--- config.mk ---
export PLATFORM = sky130hd
export DESIGN_NAME = pc_gen_mw
export DESIGN_NICKNAME = d
export VERILOG_FILES = /design/src/rtl/pc_gen_mw_pkg.sv /design/src/rtl/pc_gen_mw_slot_mask.sv /design/src/rtl/pc_gen_mw.sv
export SDC_FILE = /design/constraint.sdc
export NUM_CORES = 1
export LEC_CHECK = 0
export BUFFER_PORTS_ARGS = -buffer_cell sky130_fd_sc_hd__buf_4
export CAP_MARGIN = 20
export CORE_UTILIZATION = 45
export DETAILED_ROUTE_END_ITERATION = 10
export PLACE_DENSITY = 0.81
export SETUP_SLACK_MARGIN = 0.15
export SLEW_MARGIN = 40
export SYNTH_ARGS = -nofsm -noshare
export SYNTH_HDL_FRONTEND = slang
export SYNTH_SLANG_ARGS = --single-unit
--- constraint.sdc ---
create_clock -name clk -period 3.1 [get_ports clk]
set_input_delay 0.775 -clock clk [delete_from_list [all_inputs] [get_ports clk]]
set_output_delay 0.775 -clock clk [all_outputs]
set_load 0.01 [all_outputs]
--- src/rtl/pc_gen_mw_pkg.sv ---
// Shared definitions for the multi-wide fetch-address generator:
// reset vector default, AdEL exception bit, FSM states and bus widths.
package pc_gen_mw_pkg;

   localparam int unsigned ADDR_W        = 32;
   localparam int unsigned EXC_W         = 32;
   localparam int unsigned EXC_ADEL_BIT  = 16;
   localparam logic [ADDR_W-1:0] RESET_VEC_DEF = 32'hBFC0_0000;

   typedef enum logic [1:0] {
      BOOT     = 2'd0,
      RUN      = 2'd1,
      EXC_HOLD = 2'd2
   } pcgen_state_t;

endpackage

--- src/rtl/pc_gen_mw_slot_mask.sv ---
// pc_slot_mask: decodes the in-group byte offset of the fetch address into
// the valid-slot mask and the misaligned-fetch (AdEL) flag.
module pc_slot_mask #(
   parameter int unsigned FETCH_W   = 2,
   parameter int unsigned SLOT_BITS = $clog2(FETCH_W)
) (
   input  logic [SLOT_BITS+1:0] off,
   input  logic                 valid,
   output logic [FETCH_W-1:0]   inst_mask,
   output logic                 adel
);

   int unsigned slot;

   always_comb begin
      inst_mask = '0;
      adel      = 1'b0;
      slot      = 32'(off) >> 2;
      if (valid) begin
         adel = |off[1:0];
         // A misaligned fetch only exposes the word that contains it.
         for (int unsigned i = 0; i < FETCH_W; i++) begin
            inst_mask[i] = adel ? (i == slot) : (i >= slot);
         end
      end
   end

endmodule

--- src/rtl/pc_gen_mw.sv ---
// Multi-wide fetch-address generator with valid/ready handshake to the I-cache.
// Define PCGEN_BP_EN to let bp_e/bp_target redirect accepted groups.
module pc_gen_mw
   import pc_gen_mw_pkg::*;
#(
   parameter logic [31:0] RESET_VEC = RESET_VEC_DEF,
   parameter int unsigned FETCH_W   = 2
) (
   input  logic               clk,
   input  logic               rst,
   input  logic               flush,
   input  logic [31:0]        new_pc,
   input  logic               br_e,
   input  logic [31:0]        br_target,
   input  logic               bp_e,
   input  logic [31:0]        bp_target,
   input  logic               ic_ready,
   output logic               pc_valid,
   output logic [31:0]        pc,
   output logic [FETCH_W-1:0] inst_mask,
   output logic [31:0]        excepttype
);

   localparam int unsigned SLOT_BITS = $clog2(FETCH_W);
   localparam logic [31:0] GRP_BYTES = 32'(4 * FETCH_W);

   pcgen_state_t state_q, state_d;
   logic [31:0]  pc_q, pc_d, seq;
   logic         accept, adel;

`ifndef PCGEN_BP_EN
   logic unused_bp;
   assign unused_bp = ^{bp_e, bp_target};
`endif

   pc_slot_mask #(.FETCH_W(FETCH_W)) u_slot_mask (
      .off       (pc_q[SLOT_BITS+1:0]),
      .valid     (pc_valid),
      .inst_mask (inst_mask),
      .adel      (adel)
   );

   always_ff @(posedge clk) begin
      if (rst) begin
         state_q <= BOOT;
         pc_q    <= RESET_VEC;
      end else begin
         state_q <= state_d;
         pc_q    <= pc_d;
      end
   end

   always_comb begin
      state_d    = state_q;
      pc_d       = pc_q;
      pc_valid   = (state_q == RUN);
      pc         = pc_q;
      excepttype = '0;
      excepttype[EXC_ADEL_BIT] = adel;
      accept     = pc_valid & ic_ready;
      seq        = (pc_q & ~(GRP_BYTES - 32'd1)) + GRP_BYTES;

      case (state_q)
         BOOT: state_d = RUN;
         RUN: begin
            if (flush) begin
               pc_d = new_pc;
            end else if (br_e) begin
               pc_d = br_target;
            end else if (accept && adel) begin
               state_d = EXC_HOLD;
`ifdef PCGEN_BP_EN
            end else if (accept && bp_e) begin
               pc_d = bp_target;
`endif
            end else if (accept) begin
               pc_d = seq;
            end
         end
         EXC_HOLD: begin
            if (flush) begin
               state_d = RUN;
               pc_d    = new_pc;
            end else if (br_e) begin
               state_d = RUN;
               pc_d    = br_target;
            end
         end
         default: state_d = BOOT;
      endcase
   end

endmodule
# Yosys cells after proc, flatten, opt, wreduce, memory -nomap -nowiden
# Index checks and enable logic that the tools add are counted.
# W data, S select, Z words.
totals:
  register_bits: 34
  latchBits: 0
  ram_bits: 0
  mem_bits_ro: 0
  in_bits: 102
  output_inout_bits: 67
  word_cells: 38
  n_memories: 0
classes:
  addsub: 1
  n_mul: 0
  n_div: 0
  n_lt_le_gt_ge: 2
  n_eq_ne: 8
  shifts: 0
  n_mux: 17
  bitwise: 1
  n_reduce_logical: 7
ops:
  columns: ["cell", "count"]
  rows:
  - ["$mux W32", 6]
  - ["$pmux W32 S2", 1]
  - ["$add A32 B4 Y32 const B", 1]
  - ["$logic_not A32 Y1", 1]
  - ["$mux W2", 6]
  - ["$reduce_and A4 Y1", 2]
  - ["$pmux W2 S3", 1]
  - ["$ne A2 B2 Y1 const B", 2]
  - ["$ne A4 B3 Y1 const B", 1]
  - ["$ne A4 B4 Y1 const B", 1]
  - ["$mux W1", 3]
  - ["$ne A3 B3 Y1 const B", 1]
  - ["$eq A2 B1 Y1 const B", 1]
  - ["$eq A2 B2 Y1 const B", 1]
  - ["$ge A1 B1 Y1 const A", 2]
  - ["$logic_not A2 Y1", 1]
  - ["$ne A2 B1 Y1 const B", 1]
  - ["$reduce_bool A2 Y1", 1]
  - ["$reduce_or A2 Y1", 1]
  - ["$and A1 B1 Y1", 1]
  - ["$logic_and A1 B1 Y1", 1]

# Depth between registers and ports, before layout
depth:
  ltp_word: 7
  mapped_depth: 10
  mapped_depth_nobuf: 7

# By module
# From an unflattened synthesis, not the netlist that was laid out.
unflattened:
  cells_unflattened: 401
  hier_area_um2: 2909.0
by_module_without_submodules:
  columns: ["module", "n_inst", "cells_per_inst", "area_each_um2", "seq_area_each_um2"]
  rows:
  - ["pc_gen_mw", 1, 397, 2882.8, 680.7]
  - ["pc_slot_mask", 1, 4, 26.3, 0.0]

# Worst setup path after synthesis
# OpenSTA, ideal clock, no wires.
synth_timing:
  kind: "in2reg"
  from: "in flush"
  to: "reg pc_q[24] (netlist: pc[24])"
  setup_ps: 120
  arrival_ps: 1944
  t_required_ps: 2980
  setup_slack_ps: 1036
  stages: 5
  path_buffers: 2
  cell_sequence: "buf_2 > o41ai_4 > buf_2 > nor2_1 > o31a_1"
synth_between:
  elab_chain_cells: 2
  word_cells_on_any_way: 7
  classes_between: "3 x eq/ne; 3 x mux; 1 x reduce/logical"
synth_lines:
  columns: ["item", "line_no", "text"]
  rows:
  - ["start, declared", "pc_gen_mw.sv:11", "input logic flush,"]
  - ["$ne A4 B4 Y1 (no line) (tied with other cells)", null, null]
  - ["$reduce_and A4 Y1 (no line) / $pmux W32 S2 (equally long branches)", null, null]
  - ["end signal, assigned", "pc_gen_mw.sv:49", "pc_q <= pc_d;"]
  - ["end, declared", "pc_gen_mw.sv:28", "logic [31:0] pc_q, pc_d, seq;"]
# Parallel ways exist; a longest one is shown, timed or not.
# A chain may end at the register's enable or synchronous reset.

# Final worst setup path
layout_timing:
  from: "reg state_q[0]"
  to: "reg pc_q[23] (netlist: pc[23])"
layout_between:
  elab_chain_cells: 5
  word_cells_on_any_way: 11
  classes_between: "5 x eq/ne; 2 x mux; 1 x bitwise; 3 x reduce/logical"
layout_lines:
  columns: ["item", "line_no", "text"]
  rows:
  - ["start, declared", "pc_gen_mw.sv:27", "pcgen_state_t state_q, state_d;"]
  - ["start signal, assigned", "pc_gen_mw.sv:48", "state_q <= state_d;"]
  - ["$eq A2 B1 Y1", "pc_gen_mw.sv:56, pc_gen_mw.sv:63", null]
  - ["$and A1 B1 Y1 / $mux W1 (equally long branches)", "pc_gen_mw.sv:60, pc_gen_mw_slot_mask.sv:19", null]
  - ["$logic_and A1 B1 Y1", "pc_gen_mw.sv:70", "end else if (accept && adel) begin"]
  - ["$ne A4 B4 Y1 (no line)", null, null]
  - ["$reduce_and A4 Y1 (no line)", null, null]
# Parallel ways exist; a longest one is shown, timed or not.

==> impl_metrics.yaml <==
logic_synthesis:
  yosysTopAreaCell: "dfxtp_1"
  synthAdderAreaFrac_pct: 2.52
  synth_top_family_by_area: "compound AO/OA/AOI/OAI gates"
  syn_area_um2: 2980
  muxShareOfSynthArea_pct: 2.39
  synth-xor-area-share_pct: 2.64
  yosys-top-cells-area: "dfxtp_1 23%, buf_4 8.1%, nor2_1 5.0%"
  ys_seq_elements: 34
  synth_top_cell_area_share_pct: 22.8
  synth_compound_area_share_pct: 28.6
  avgSynthCellArea_um2: 7.44
  ys_seq_area_share_pct: 22.8
  synth_cells: 401
  ys.flop_type: "dfxtp_1"
  synthSimpleGateAreaFrac_pct: 27.2
  async_flop_share_pct: 0
  synth-edff-count: 0
  ys_types: 67
  yosysWarnings: 0
clocking:
  numCtsBuffers: 5
  path_clk_slew_ns: 0.07
  cts_root_buffer: "clkbuf_8"
  clock_latency_ns: 0.30
  cts_buffer_depth: 2
  post_cts_buffers: 0
  cts_tree: "built"
  hold_buffers: 0
  clock_sink_count: 34
  cts-resized-gates: 0
  htree_levels: 2
critical_path:
  cpPeakStageDelay_ns: 0.50
  timing.rr.start: "state_q[0]"
  start_kind: "flop"
  cp-startpoint: "state_q[0]"
  path_cells: "inv_1 -> ha_1 -> nor4b_2 -> o41ai_4 -> buf_4 -> a21oi_1 -> a2111o_1"
  crit_arrival_ns: 2.55
  path_max_fanout: 14
  path_depth: 7
  criticalPathCategory: "reg2reg"
  r2r_setup_slack_ns: 0.73
  crit_family: "compound AO/OA/AOI/OAI gates"
  required_ns: 3.28
  path_buf_inv: 2
  cp_slowest_cell: "o41ai_4"
  crit_end: "pc[23]"
  r2r_cells: 7
  timing.rr.end: "pc[23]"
  end_kind: "flop"
place:
  port_buffers: 104
  place.gp.congestion: 0.835
  placed_cell_area_um2: 3640
  hpwl_um: 6350
timing:
  hold_viol: 0
  setup_viol: 0
  tightest_slew_ns: 0.658
  whs_ns: 0.524
  rsz0062_at_grt: "no"
  max_clock_freq_mhz: 422
  setup_tns_ns: 0
  maxSlewViolCount: 0
  relSlewSlack_pct: 55.9
  clock_skew_ns: 0.00546
  period_needed_ns: 2.37
  min_period_over_period_pct: 76.4
power:
  swShare_pct: 46.0
  seqPwrFrac_pct: 31.0
  p_int_mw: 1.44
  p_comb_share_pct: 55.4
  p_switching_mw: 1.23
  pwr-share-clk_pct: 13.6
  power.density_nw_per_um2: 713
  ir_drop_mv: 0.340
  leakage_nw: 1.63
detailed_routing:
  met2_length_um: 4290
  via_per_inst: 5.77
  vias: 3254
  drtIter0Drc: 312
  top_layer_used: "met4"
  drc_errors: 0
  drt_pass1_iterations: 5
  wl_per_cell_um: 15.7
  drtAntennaViolNets: 0
  wl_met3_um: 665
  wirelength_met1_um: 3790
  drt_wl_total_um: 8860
global_route:
  track_usage_pct: 25.2
  grt_max_degree: 46
  grt_overflow: 0
  grt_pass1_wl_um: 14400
  grt_pass1_vias: 3009
  antenna_found_initial: 0
outcome:
  outcome: "completed"
cells_and_area:
  num_antenna_cells: 0
  nets: 594
  fill_cells: 603
  seq_area_um2: 681
  multi_input_area_um2: 2010
  area_growth_pct: 25.3
  stdcell_area_um2: 3740
  drive_above_1_share_pct: 27.1
job:
  max_cap_violations: 0
floorplanning:
  ios: 169
  die_y_um: 83.4
  core_area_um2: 6390
  die_w_um: 83.4
  die_area_um2: 6960
  start_util_pct: 46.7
  row_count: 29
worst_hold_path:
  hold_depth: 2
  hold_class: "reg2reg"
how the worst min path moves through the flow:
| stage | from | slack [ns] | to |
|---|---|---|---|
| floorplan | state_q[0] | 0.48 | state_q[0] |
| CTS | state_q[0] | 0.53 | state_q[0] |
| finish | state_q[0] | 0.52 | state_q[0] |
| global placement | state_q[0] | 0.50 | state_q[0] |
| detailed placement | pc[24] | 0.51 | pc[24] |
| global route | state_q[0] | 0.55 | state_q[0] |
state kept, by name (all words and copies together) (netlist names):
signal	cells
pc	32
state_q	2
through the flow:
step           worst slack, ns  total power [mW]  util [%]  cells
2_1_floorplan             1.04              1.77         -    431
3_3_place_gp             0.698              2.24      57.1    556
3_5_place_dp             0.644              2.29      57.1    556
4_1_cts                  0.740              2.65      58.5    564
5_1_grt                  0.561              2.85      58.5    564
6_report                 0.731              2.66      58.5    564
worst register-to-register path, cell delays in order, from the launching register on:
cell	delay [ns]
dfxtp_1	0.36
inv_1	0.10
ha_1	0.42
nor4b_2	0.13
o41ai_4	0.50
buf_4	0.31
a21oi_1	0.06
a2111o_1	0.38
logic make-up after synthesis:
| family | count (synthesis) |
|---|---|
| other | 1 |
| multiplexers | 7 |
| AO/OA/AOI/OAI | 122 |
| flip-flops | 34 |
| adder cells (fa/ha/maj) | 6 |
| XOR/XNOR | 9 |
| AND/OR/NAND/NOR | 152 |
| buffers and inverters | 70 |
metal layers:
layer,track usage (%),vias up
met5,0,-
met1,33.3,1522
met4,6.16,0
li1,-,1580
met3,5.47,12
met2,42.0,140
power groups by stage:
stage / clock network [mW] / registers, mW / logic (mW)
3_3_place_gp: 0 / 0.822 / 1.42
4_1_cts: 0.361 / 0.822 / 1.47
5_1_grt: 0.378 / 0.857 / 1.62
6_report: 0.362 / 0.827 / 1.48
2_1_floorplan: 0 / 0.837 / 0.930
3_5_place_dp: 0 / 0.832 / 1.46
placed cells by master, fill, tap and decap left out, types with 4 or more instances in the layout:
cell        n
nand3_1     9
o211ai_1    5
buf_4     111
clkbuf_8    6
and3_1      5
o21ai_0    29
o21ai_1     4
a221oi_1   12
a21oi_1    23
ha_1        6
xor2_1      6
nand2_1    37
nand4_1     8
a41oi_1     5
nor2_1     40
nor3_1     13
dfxtp_1    34
conb_1     31
a211oi_1   11
a31oi_1     5
nor2b_1     5
inv_1       7
and2_1      4
nand2b_1    5
mux2i_1     6
nor4_1      5
Yosys cell counts, drive strengths merged, types with 6 or more instances:
| master | number |
|---|---|
| a21oi | 23 |
| ha | 6 |
| mux2i | 6 |
| clkbuf | 15 |
| nand3 | 9 |
| xor2 | 6 |
| nand2 | 37 |
| a211oi | 13 |
| a221oi | 12 |
| inv | 7 |
| nor2 | 41 |
| dfxtp | 34 |
| nand4 | 11 |
| o21ai | 33 |
| nor4 | 7 |
| nor3 | 13 |
| buf | 48 |
cell type report:
type	instances	area share, %
multi-input combinational	327	53.7
clock inverter	2	0.335
timing repair buffer	111	22.3
inverter	7	0.703
sequential	34	18.2
tap	77	2.58
clock buffer	6	2.21
No activity file was read; power rests on OpenSTA's default activity.
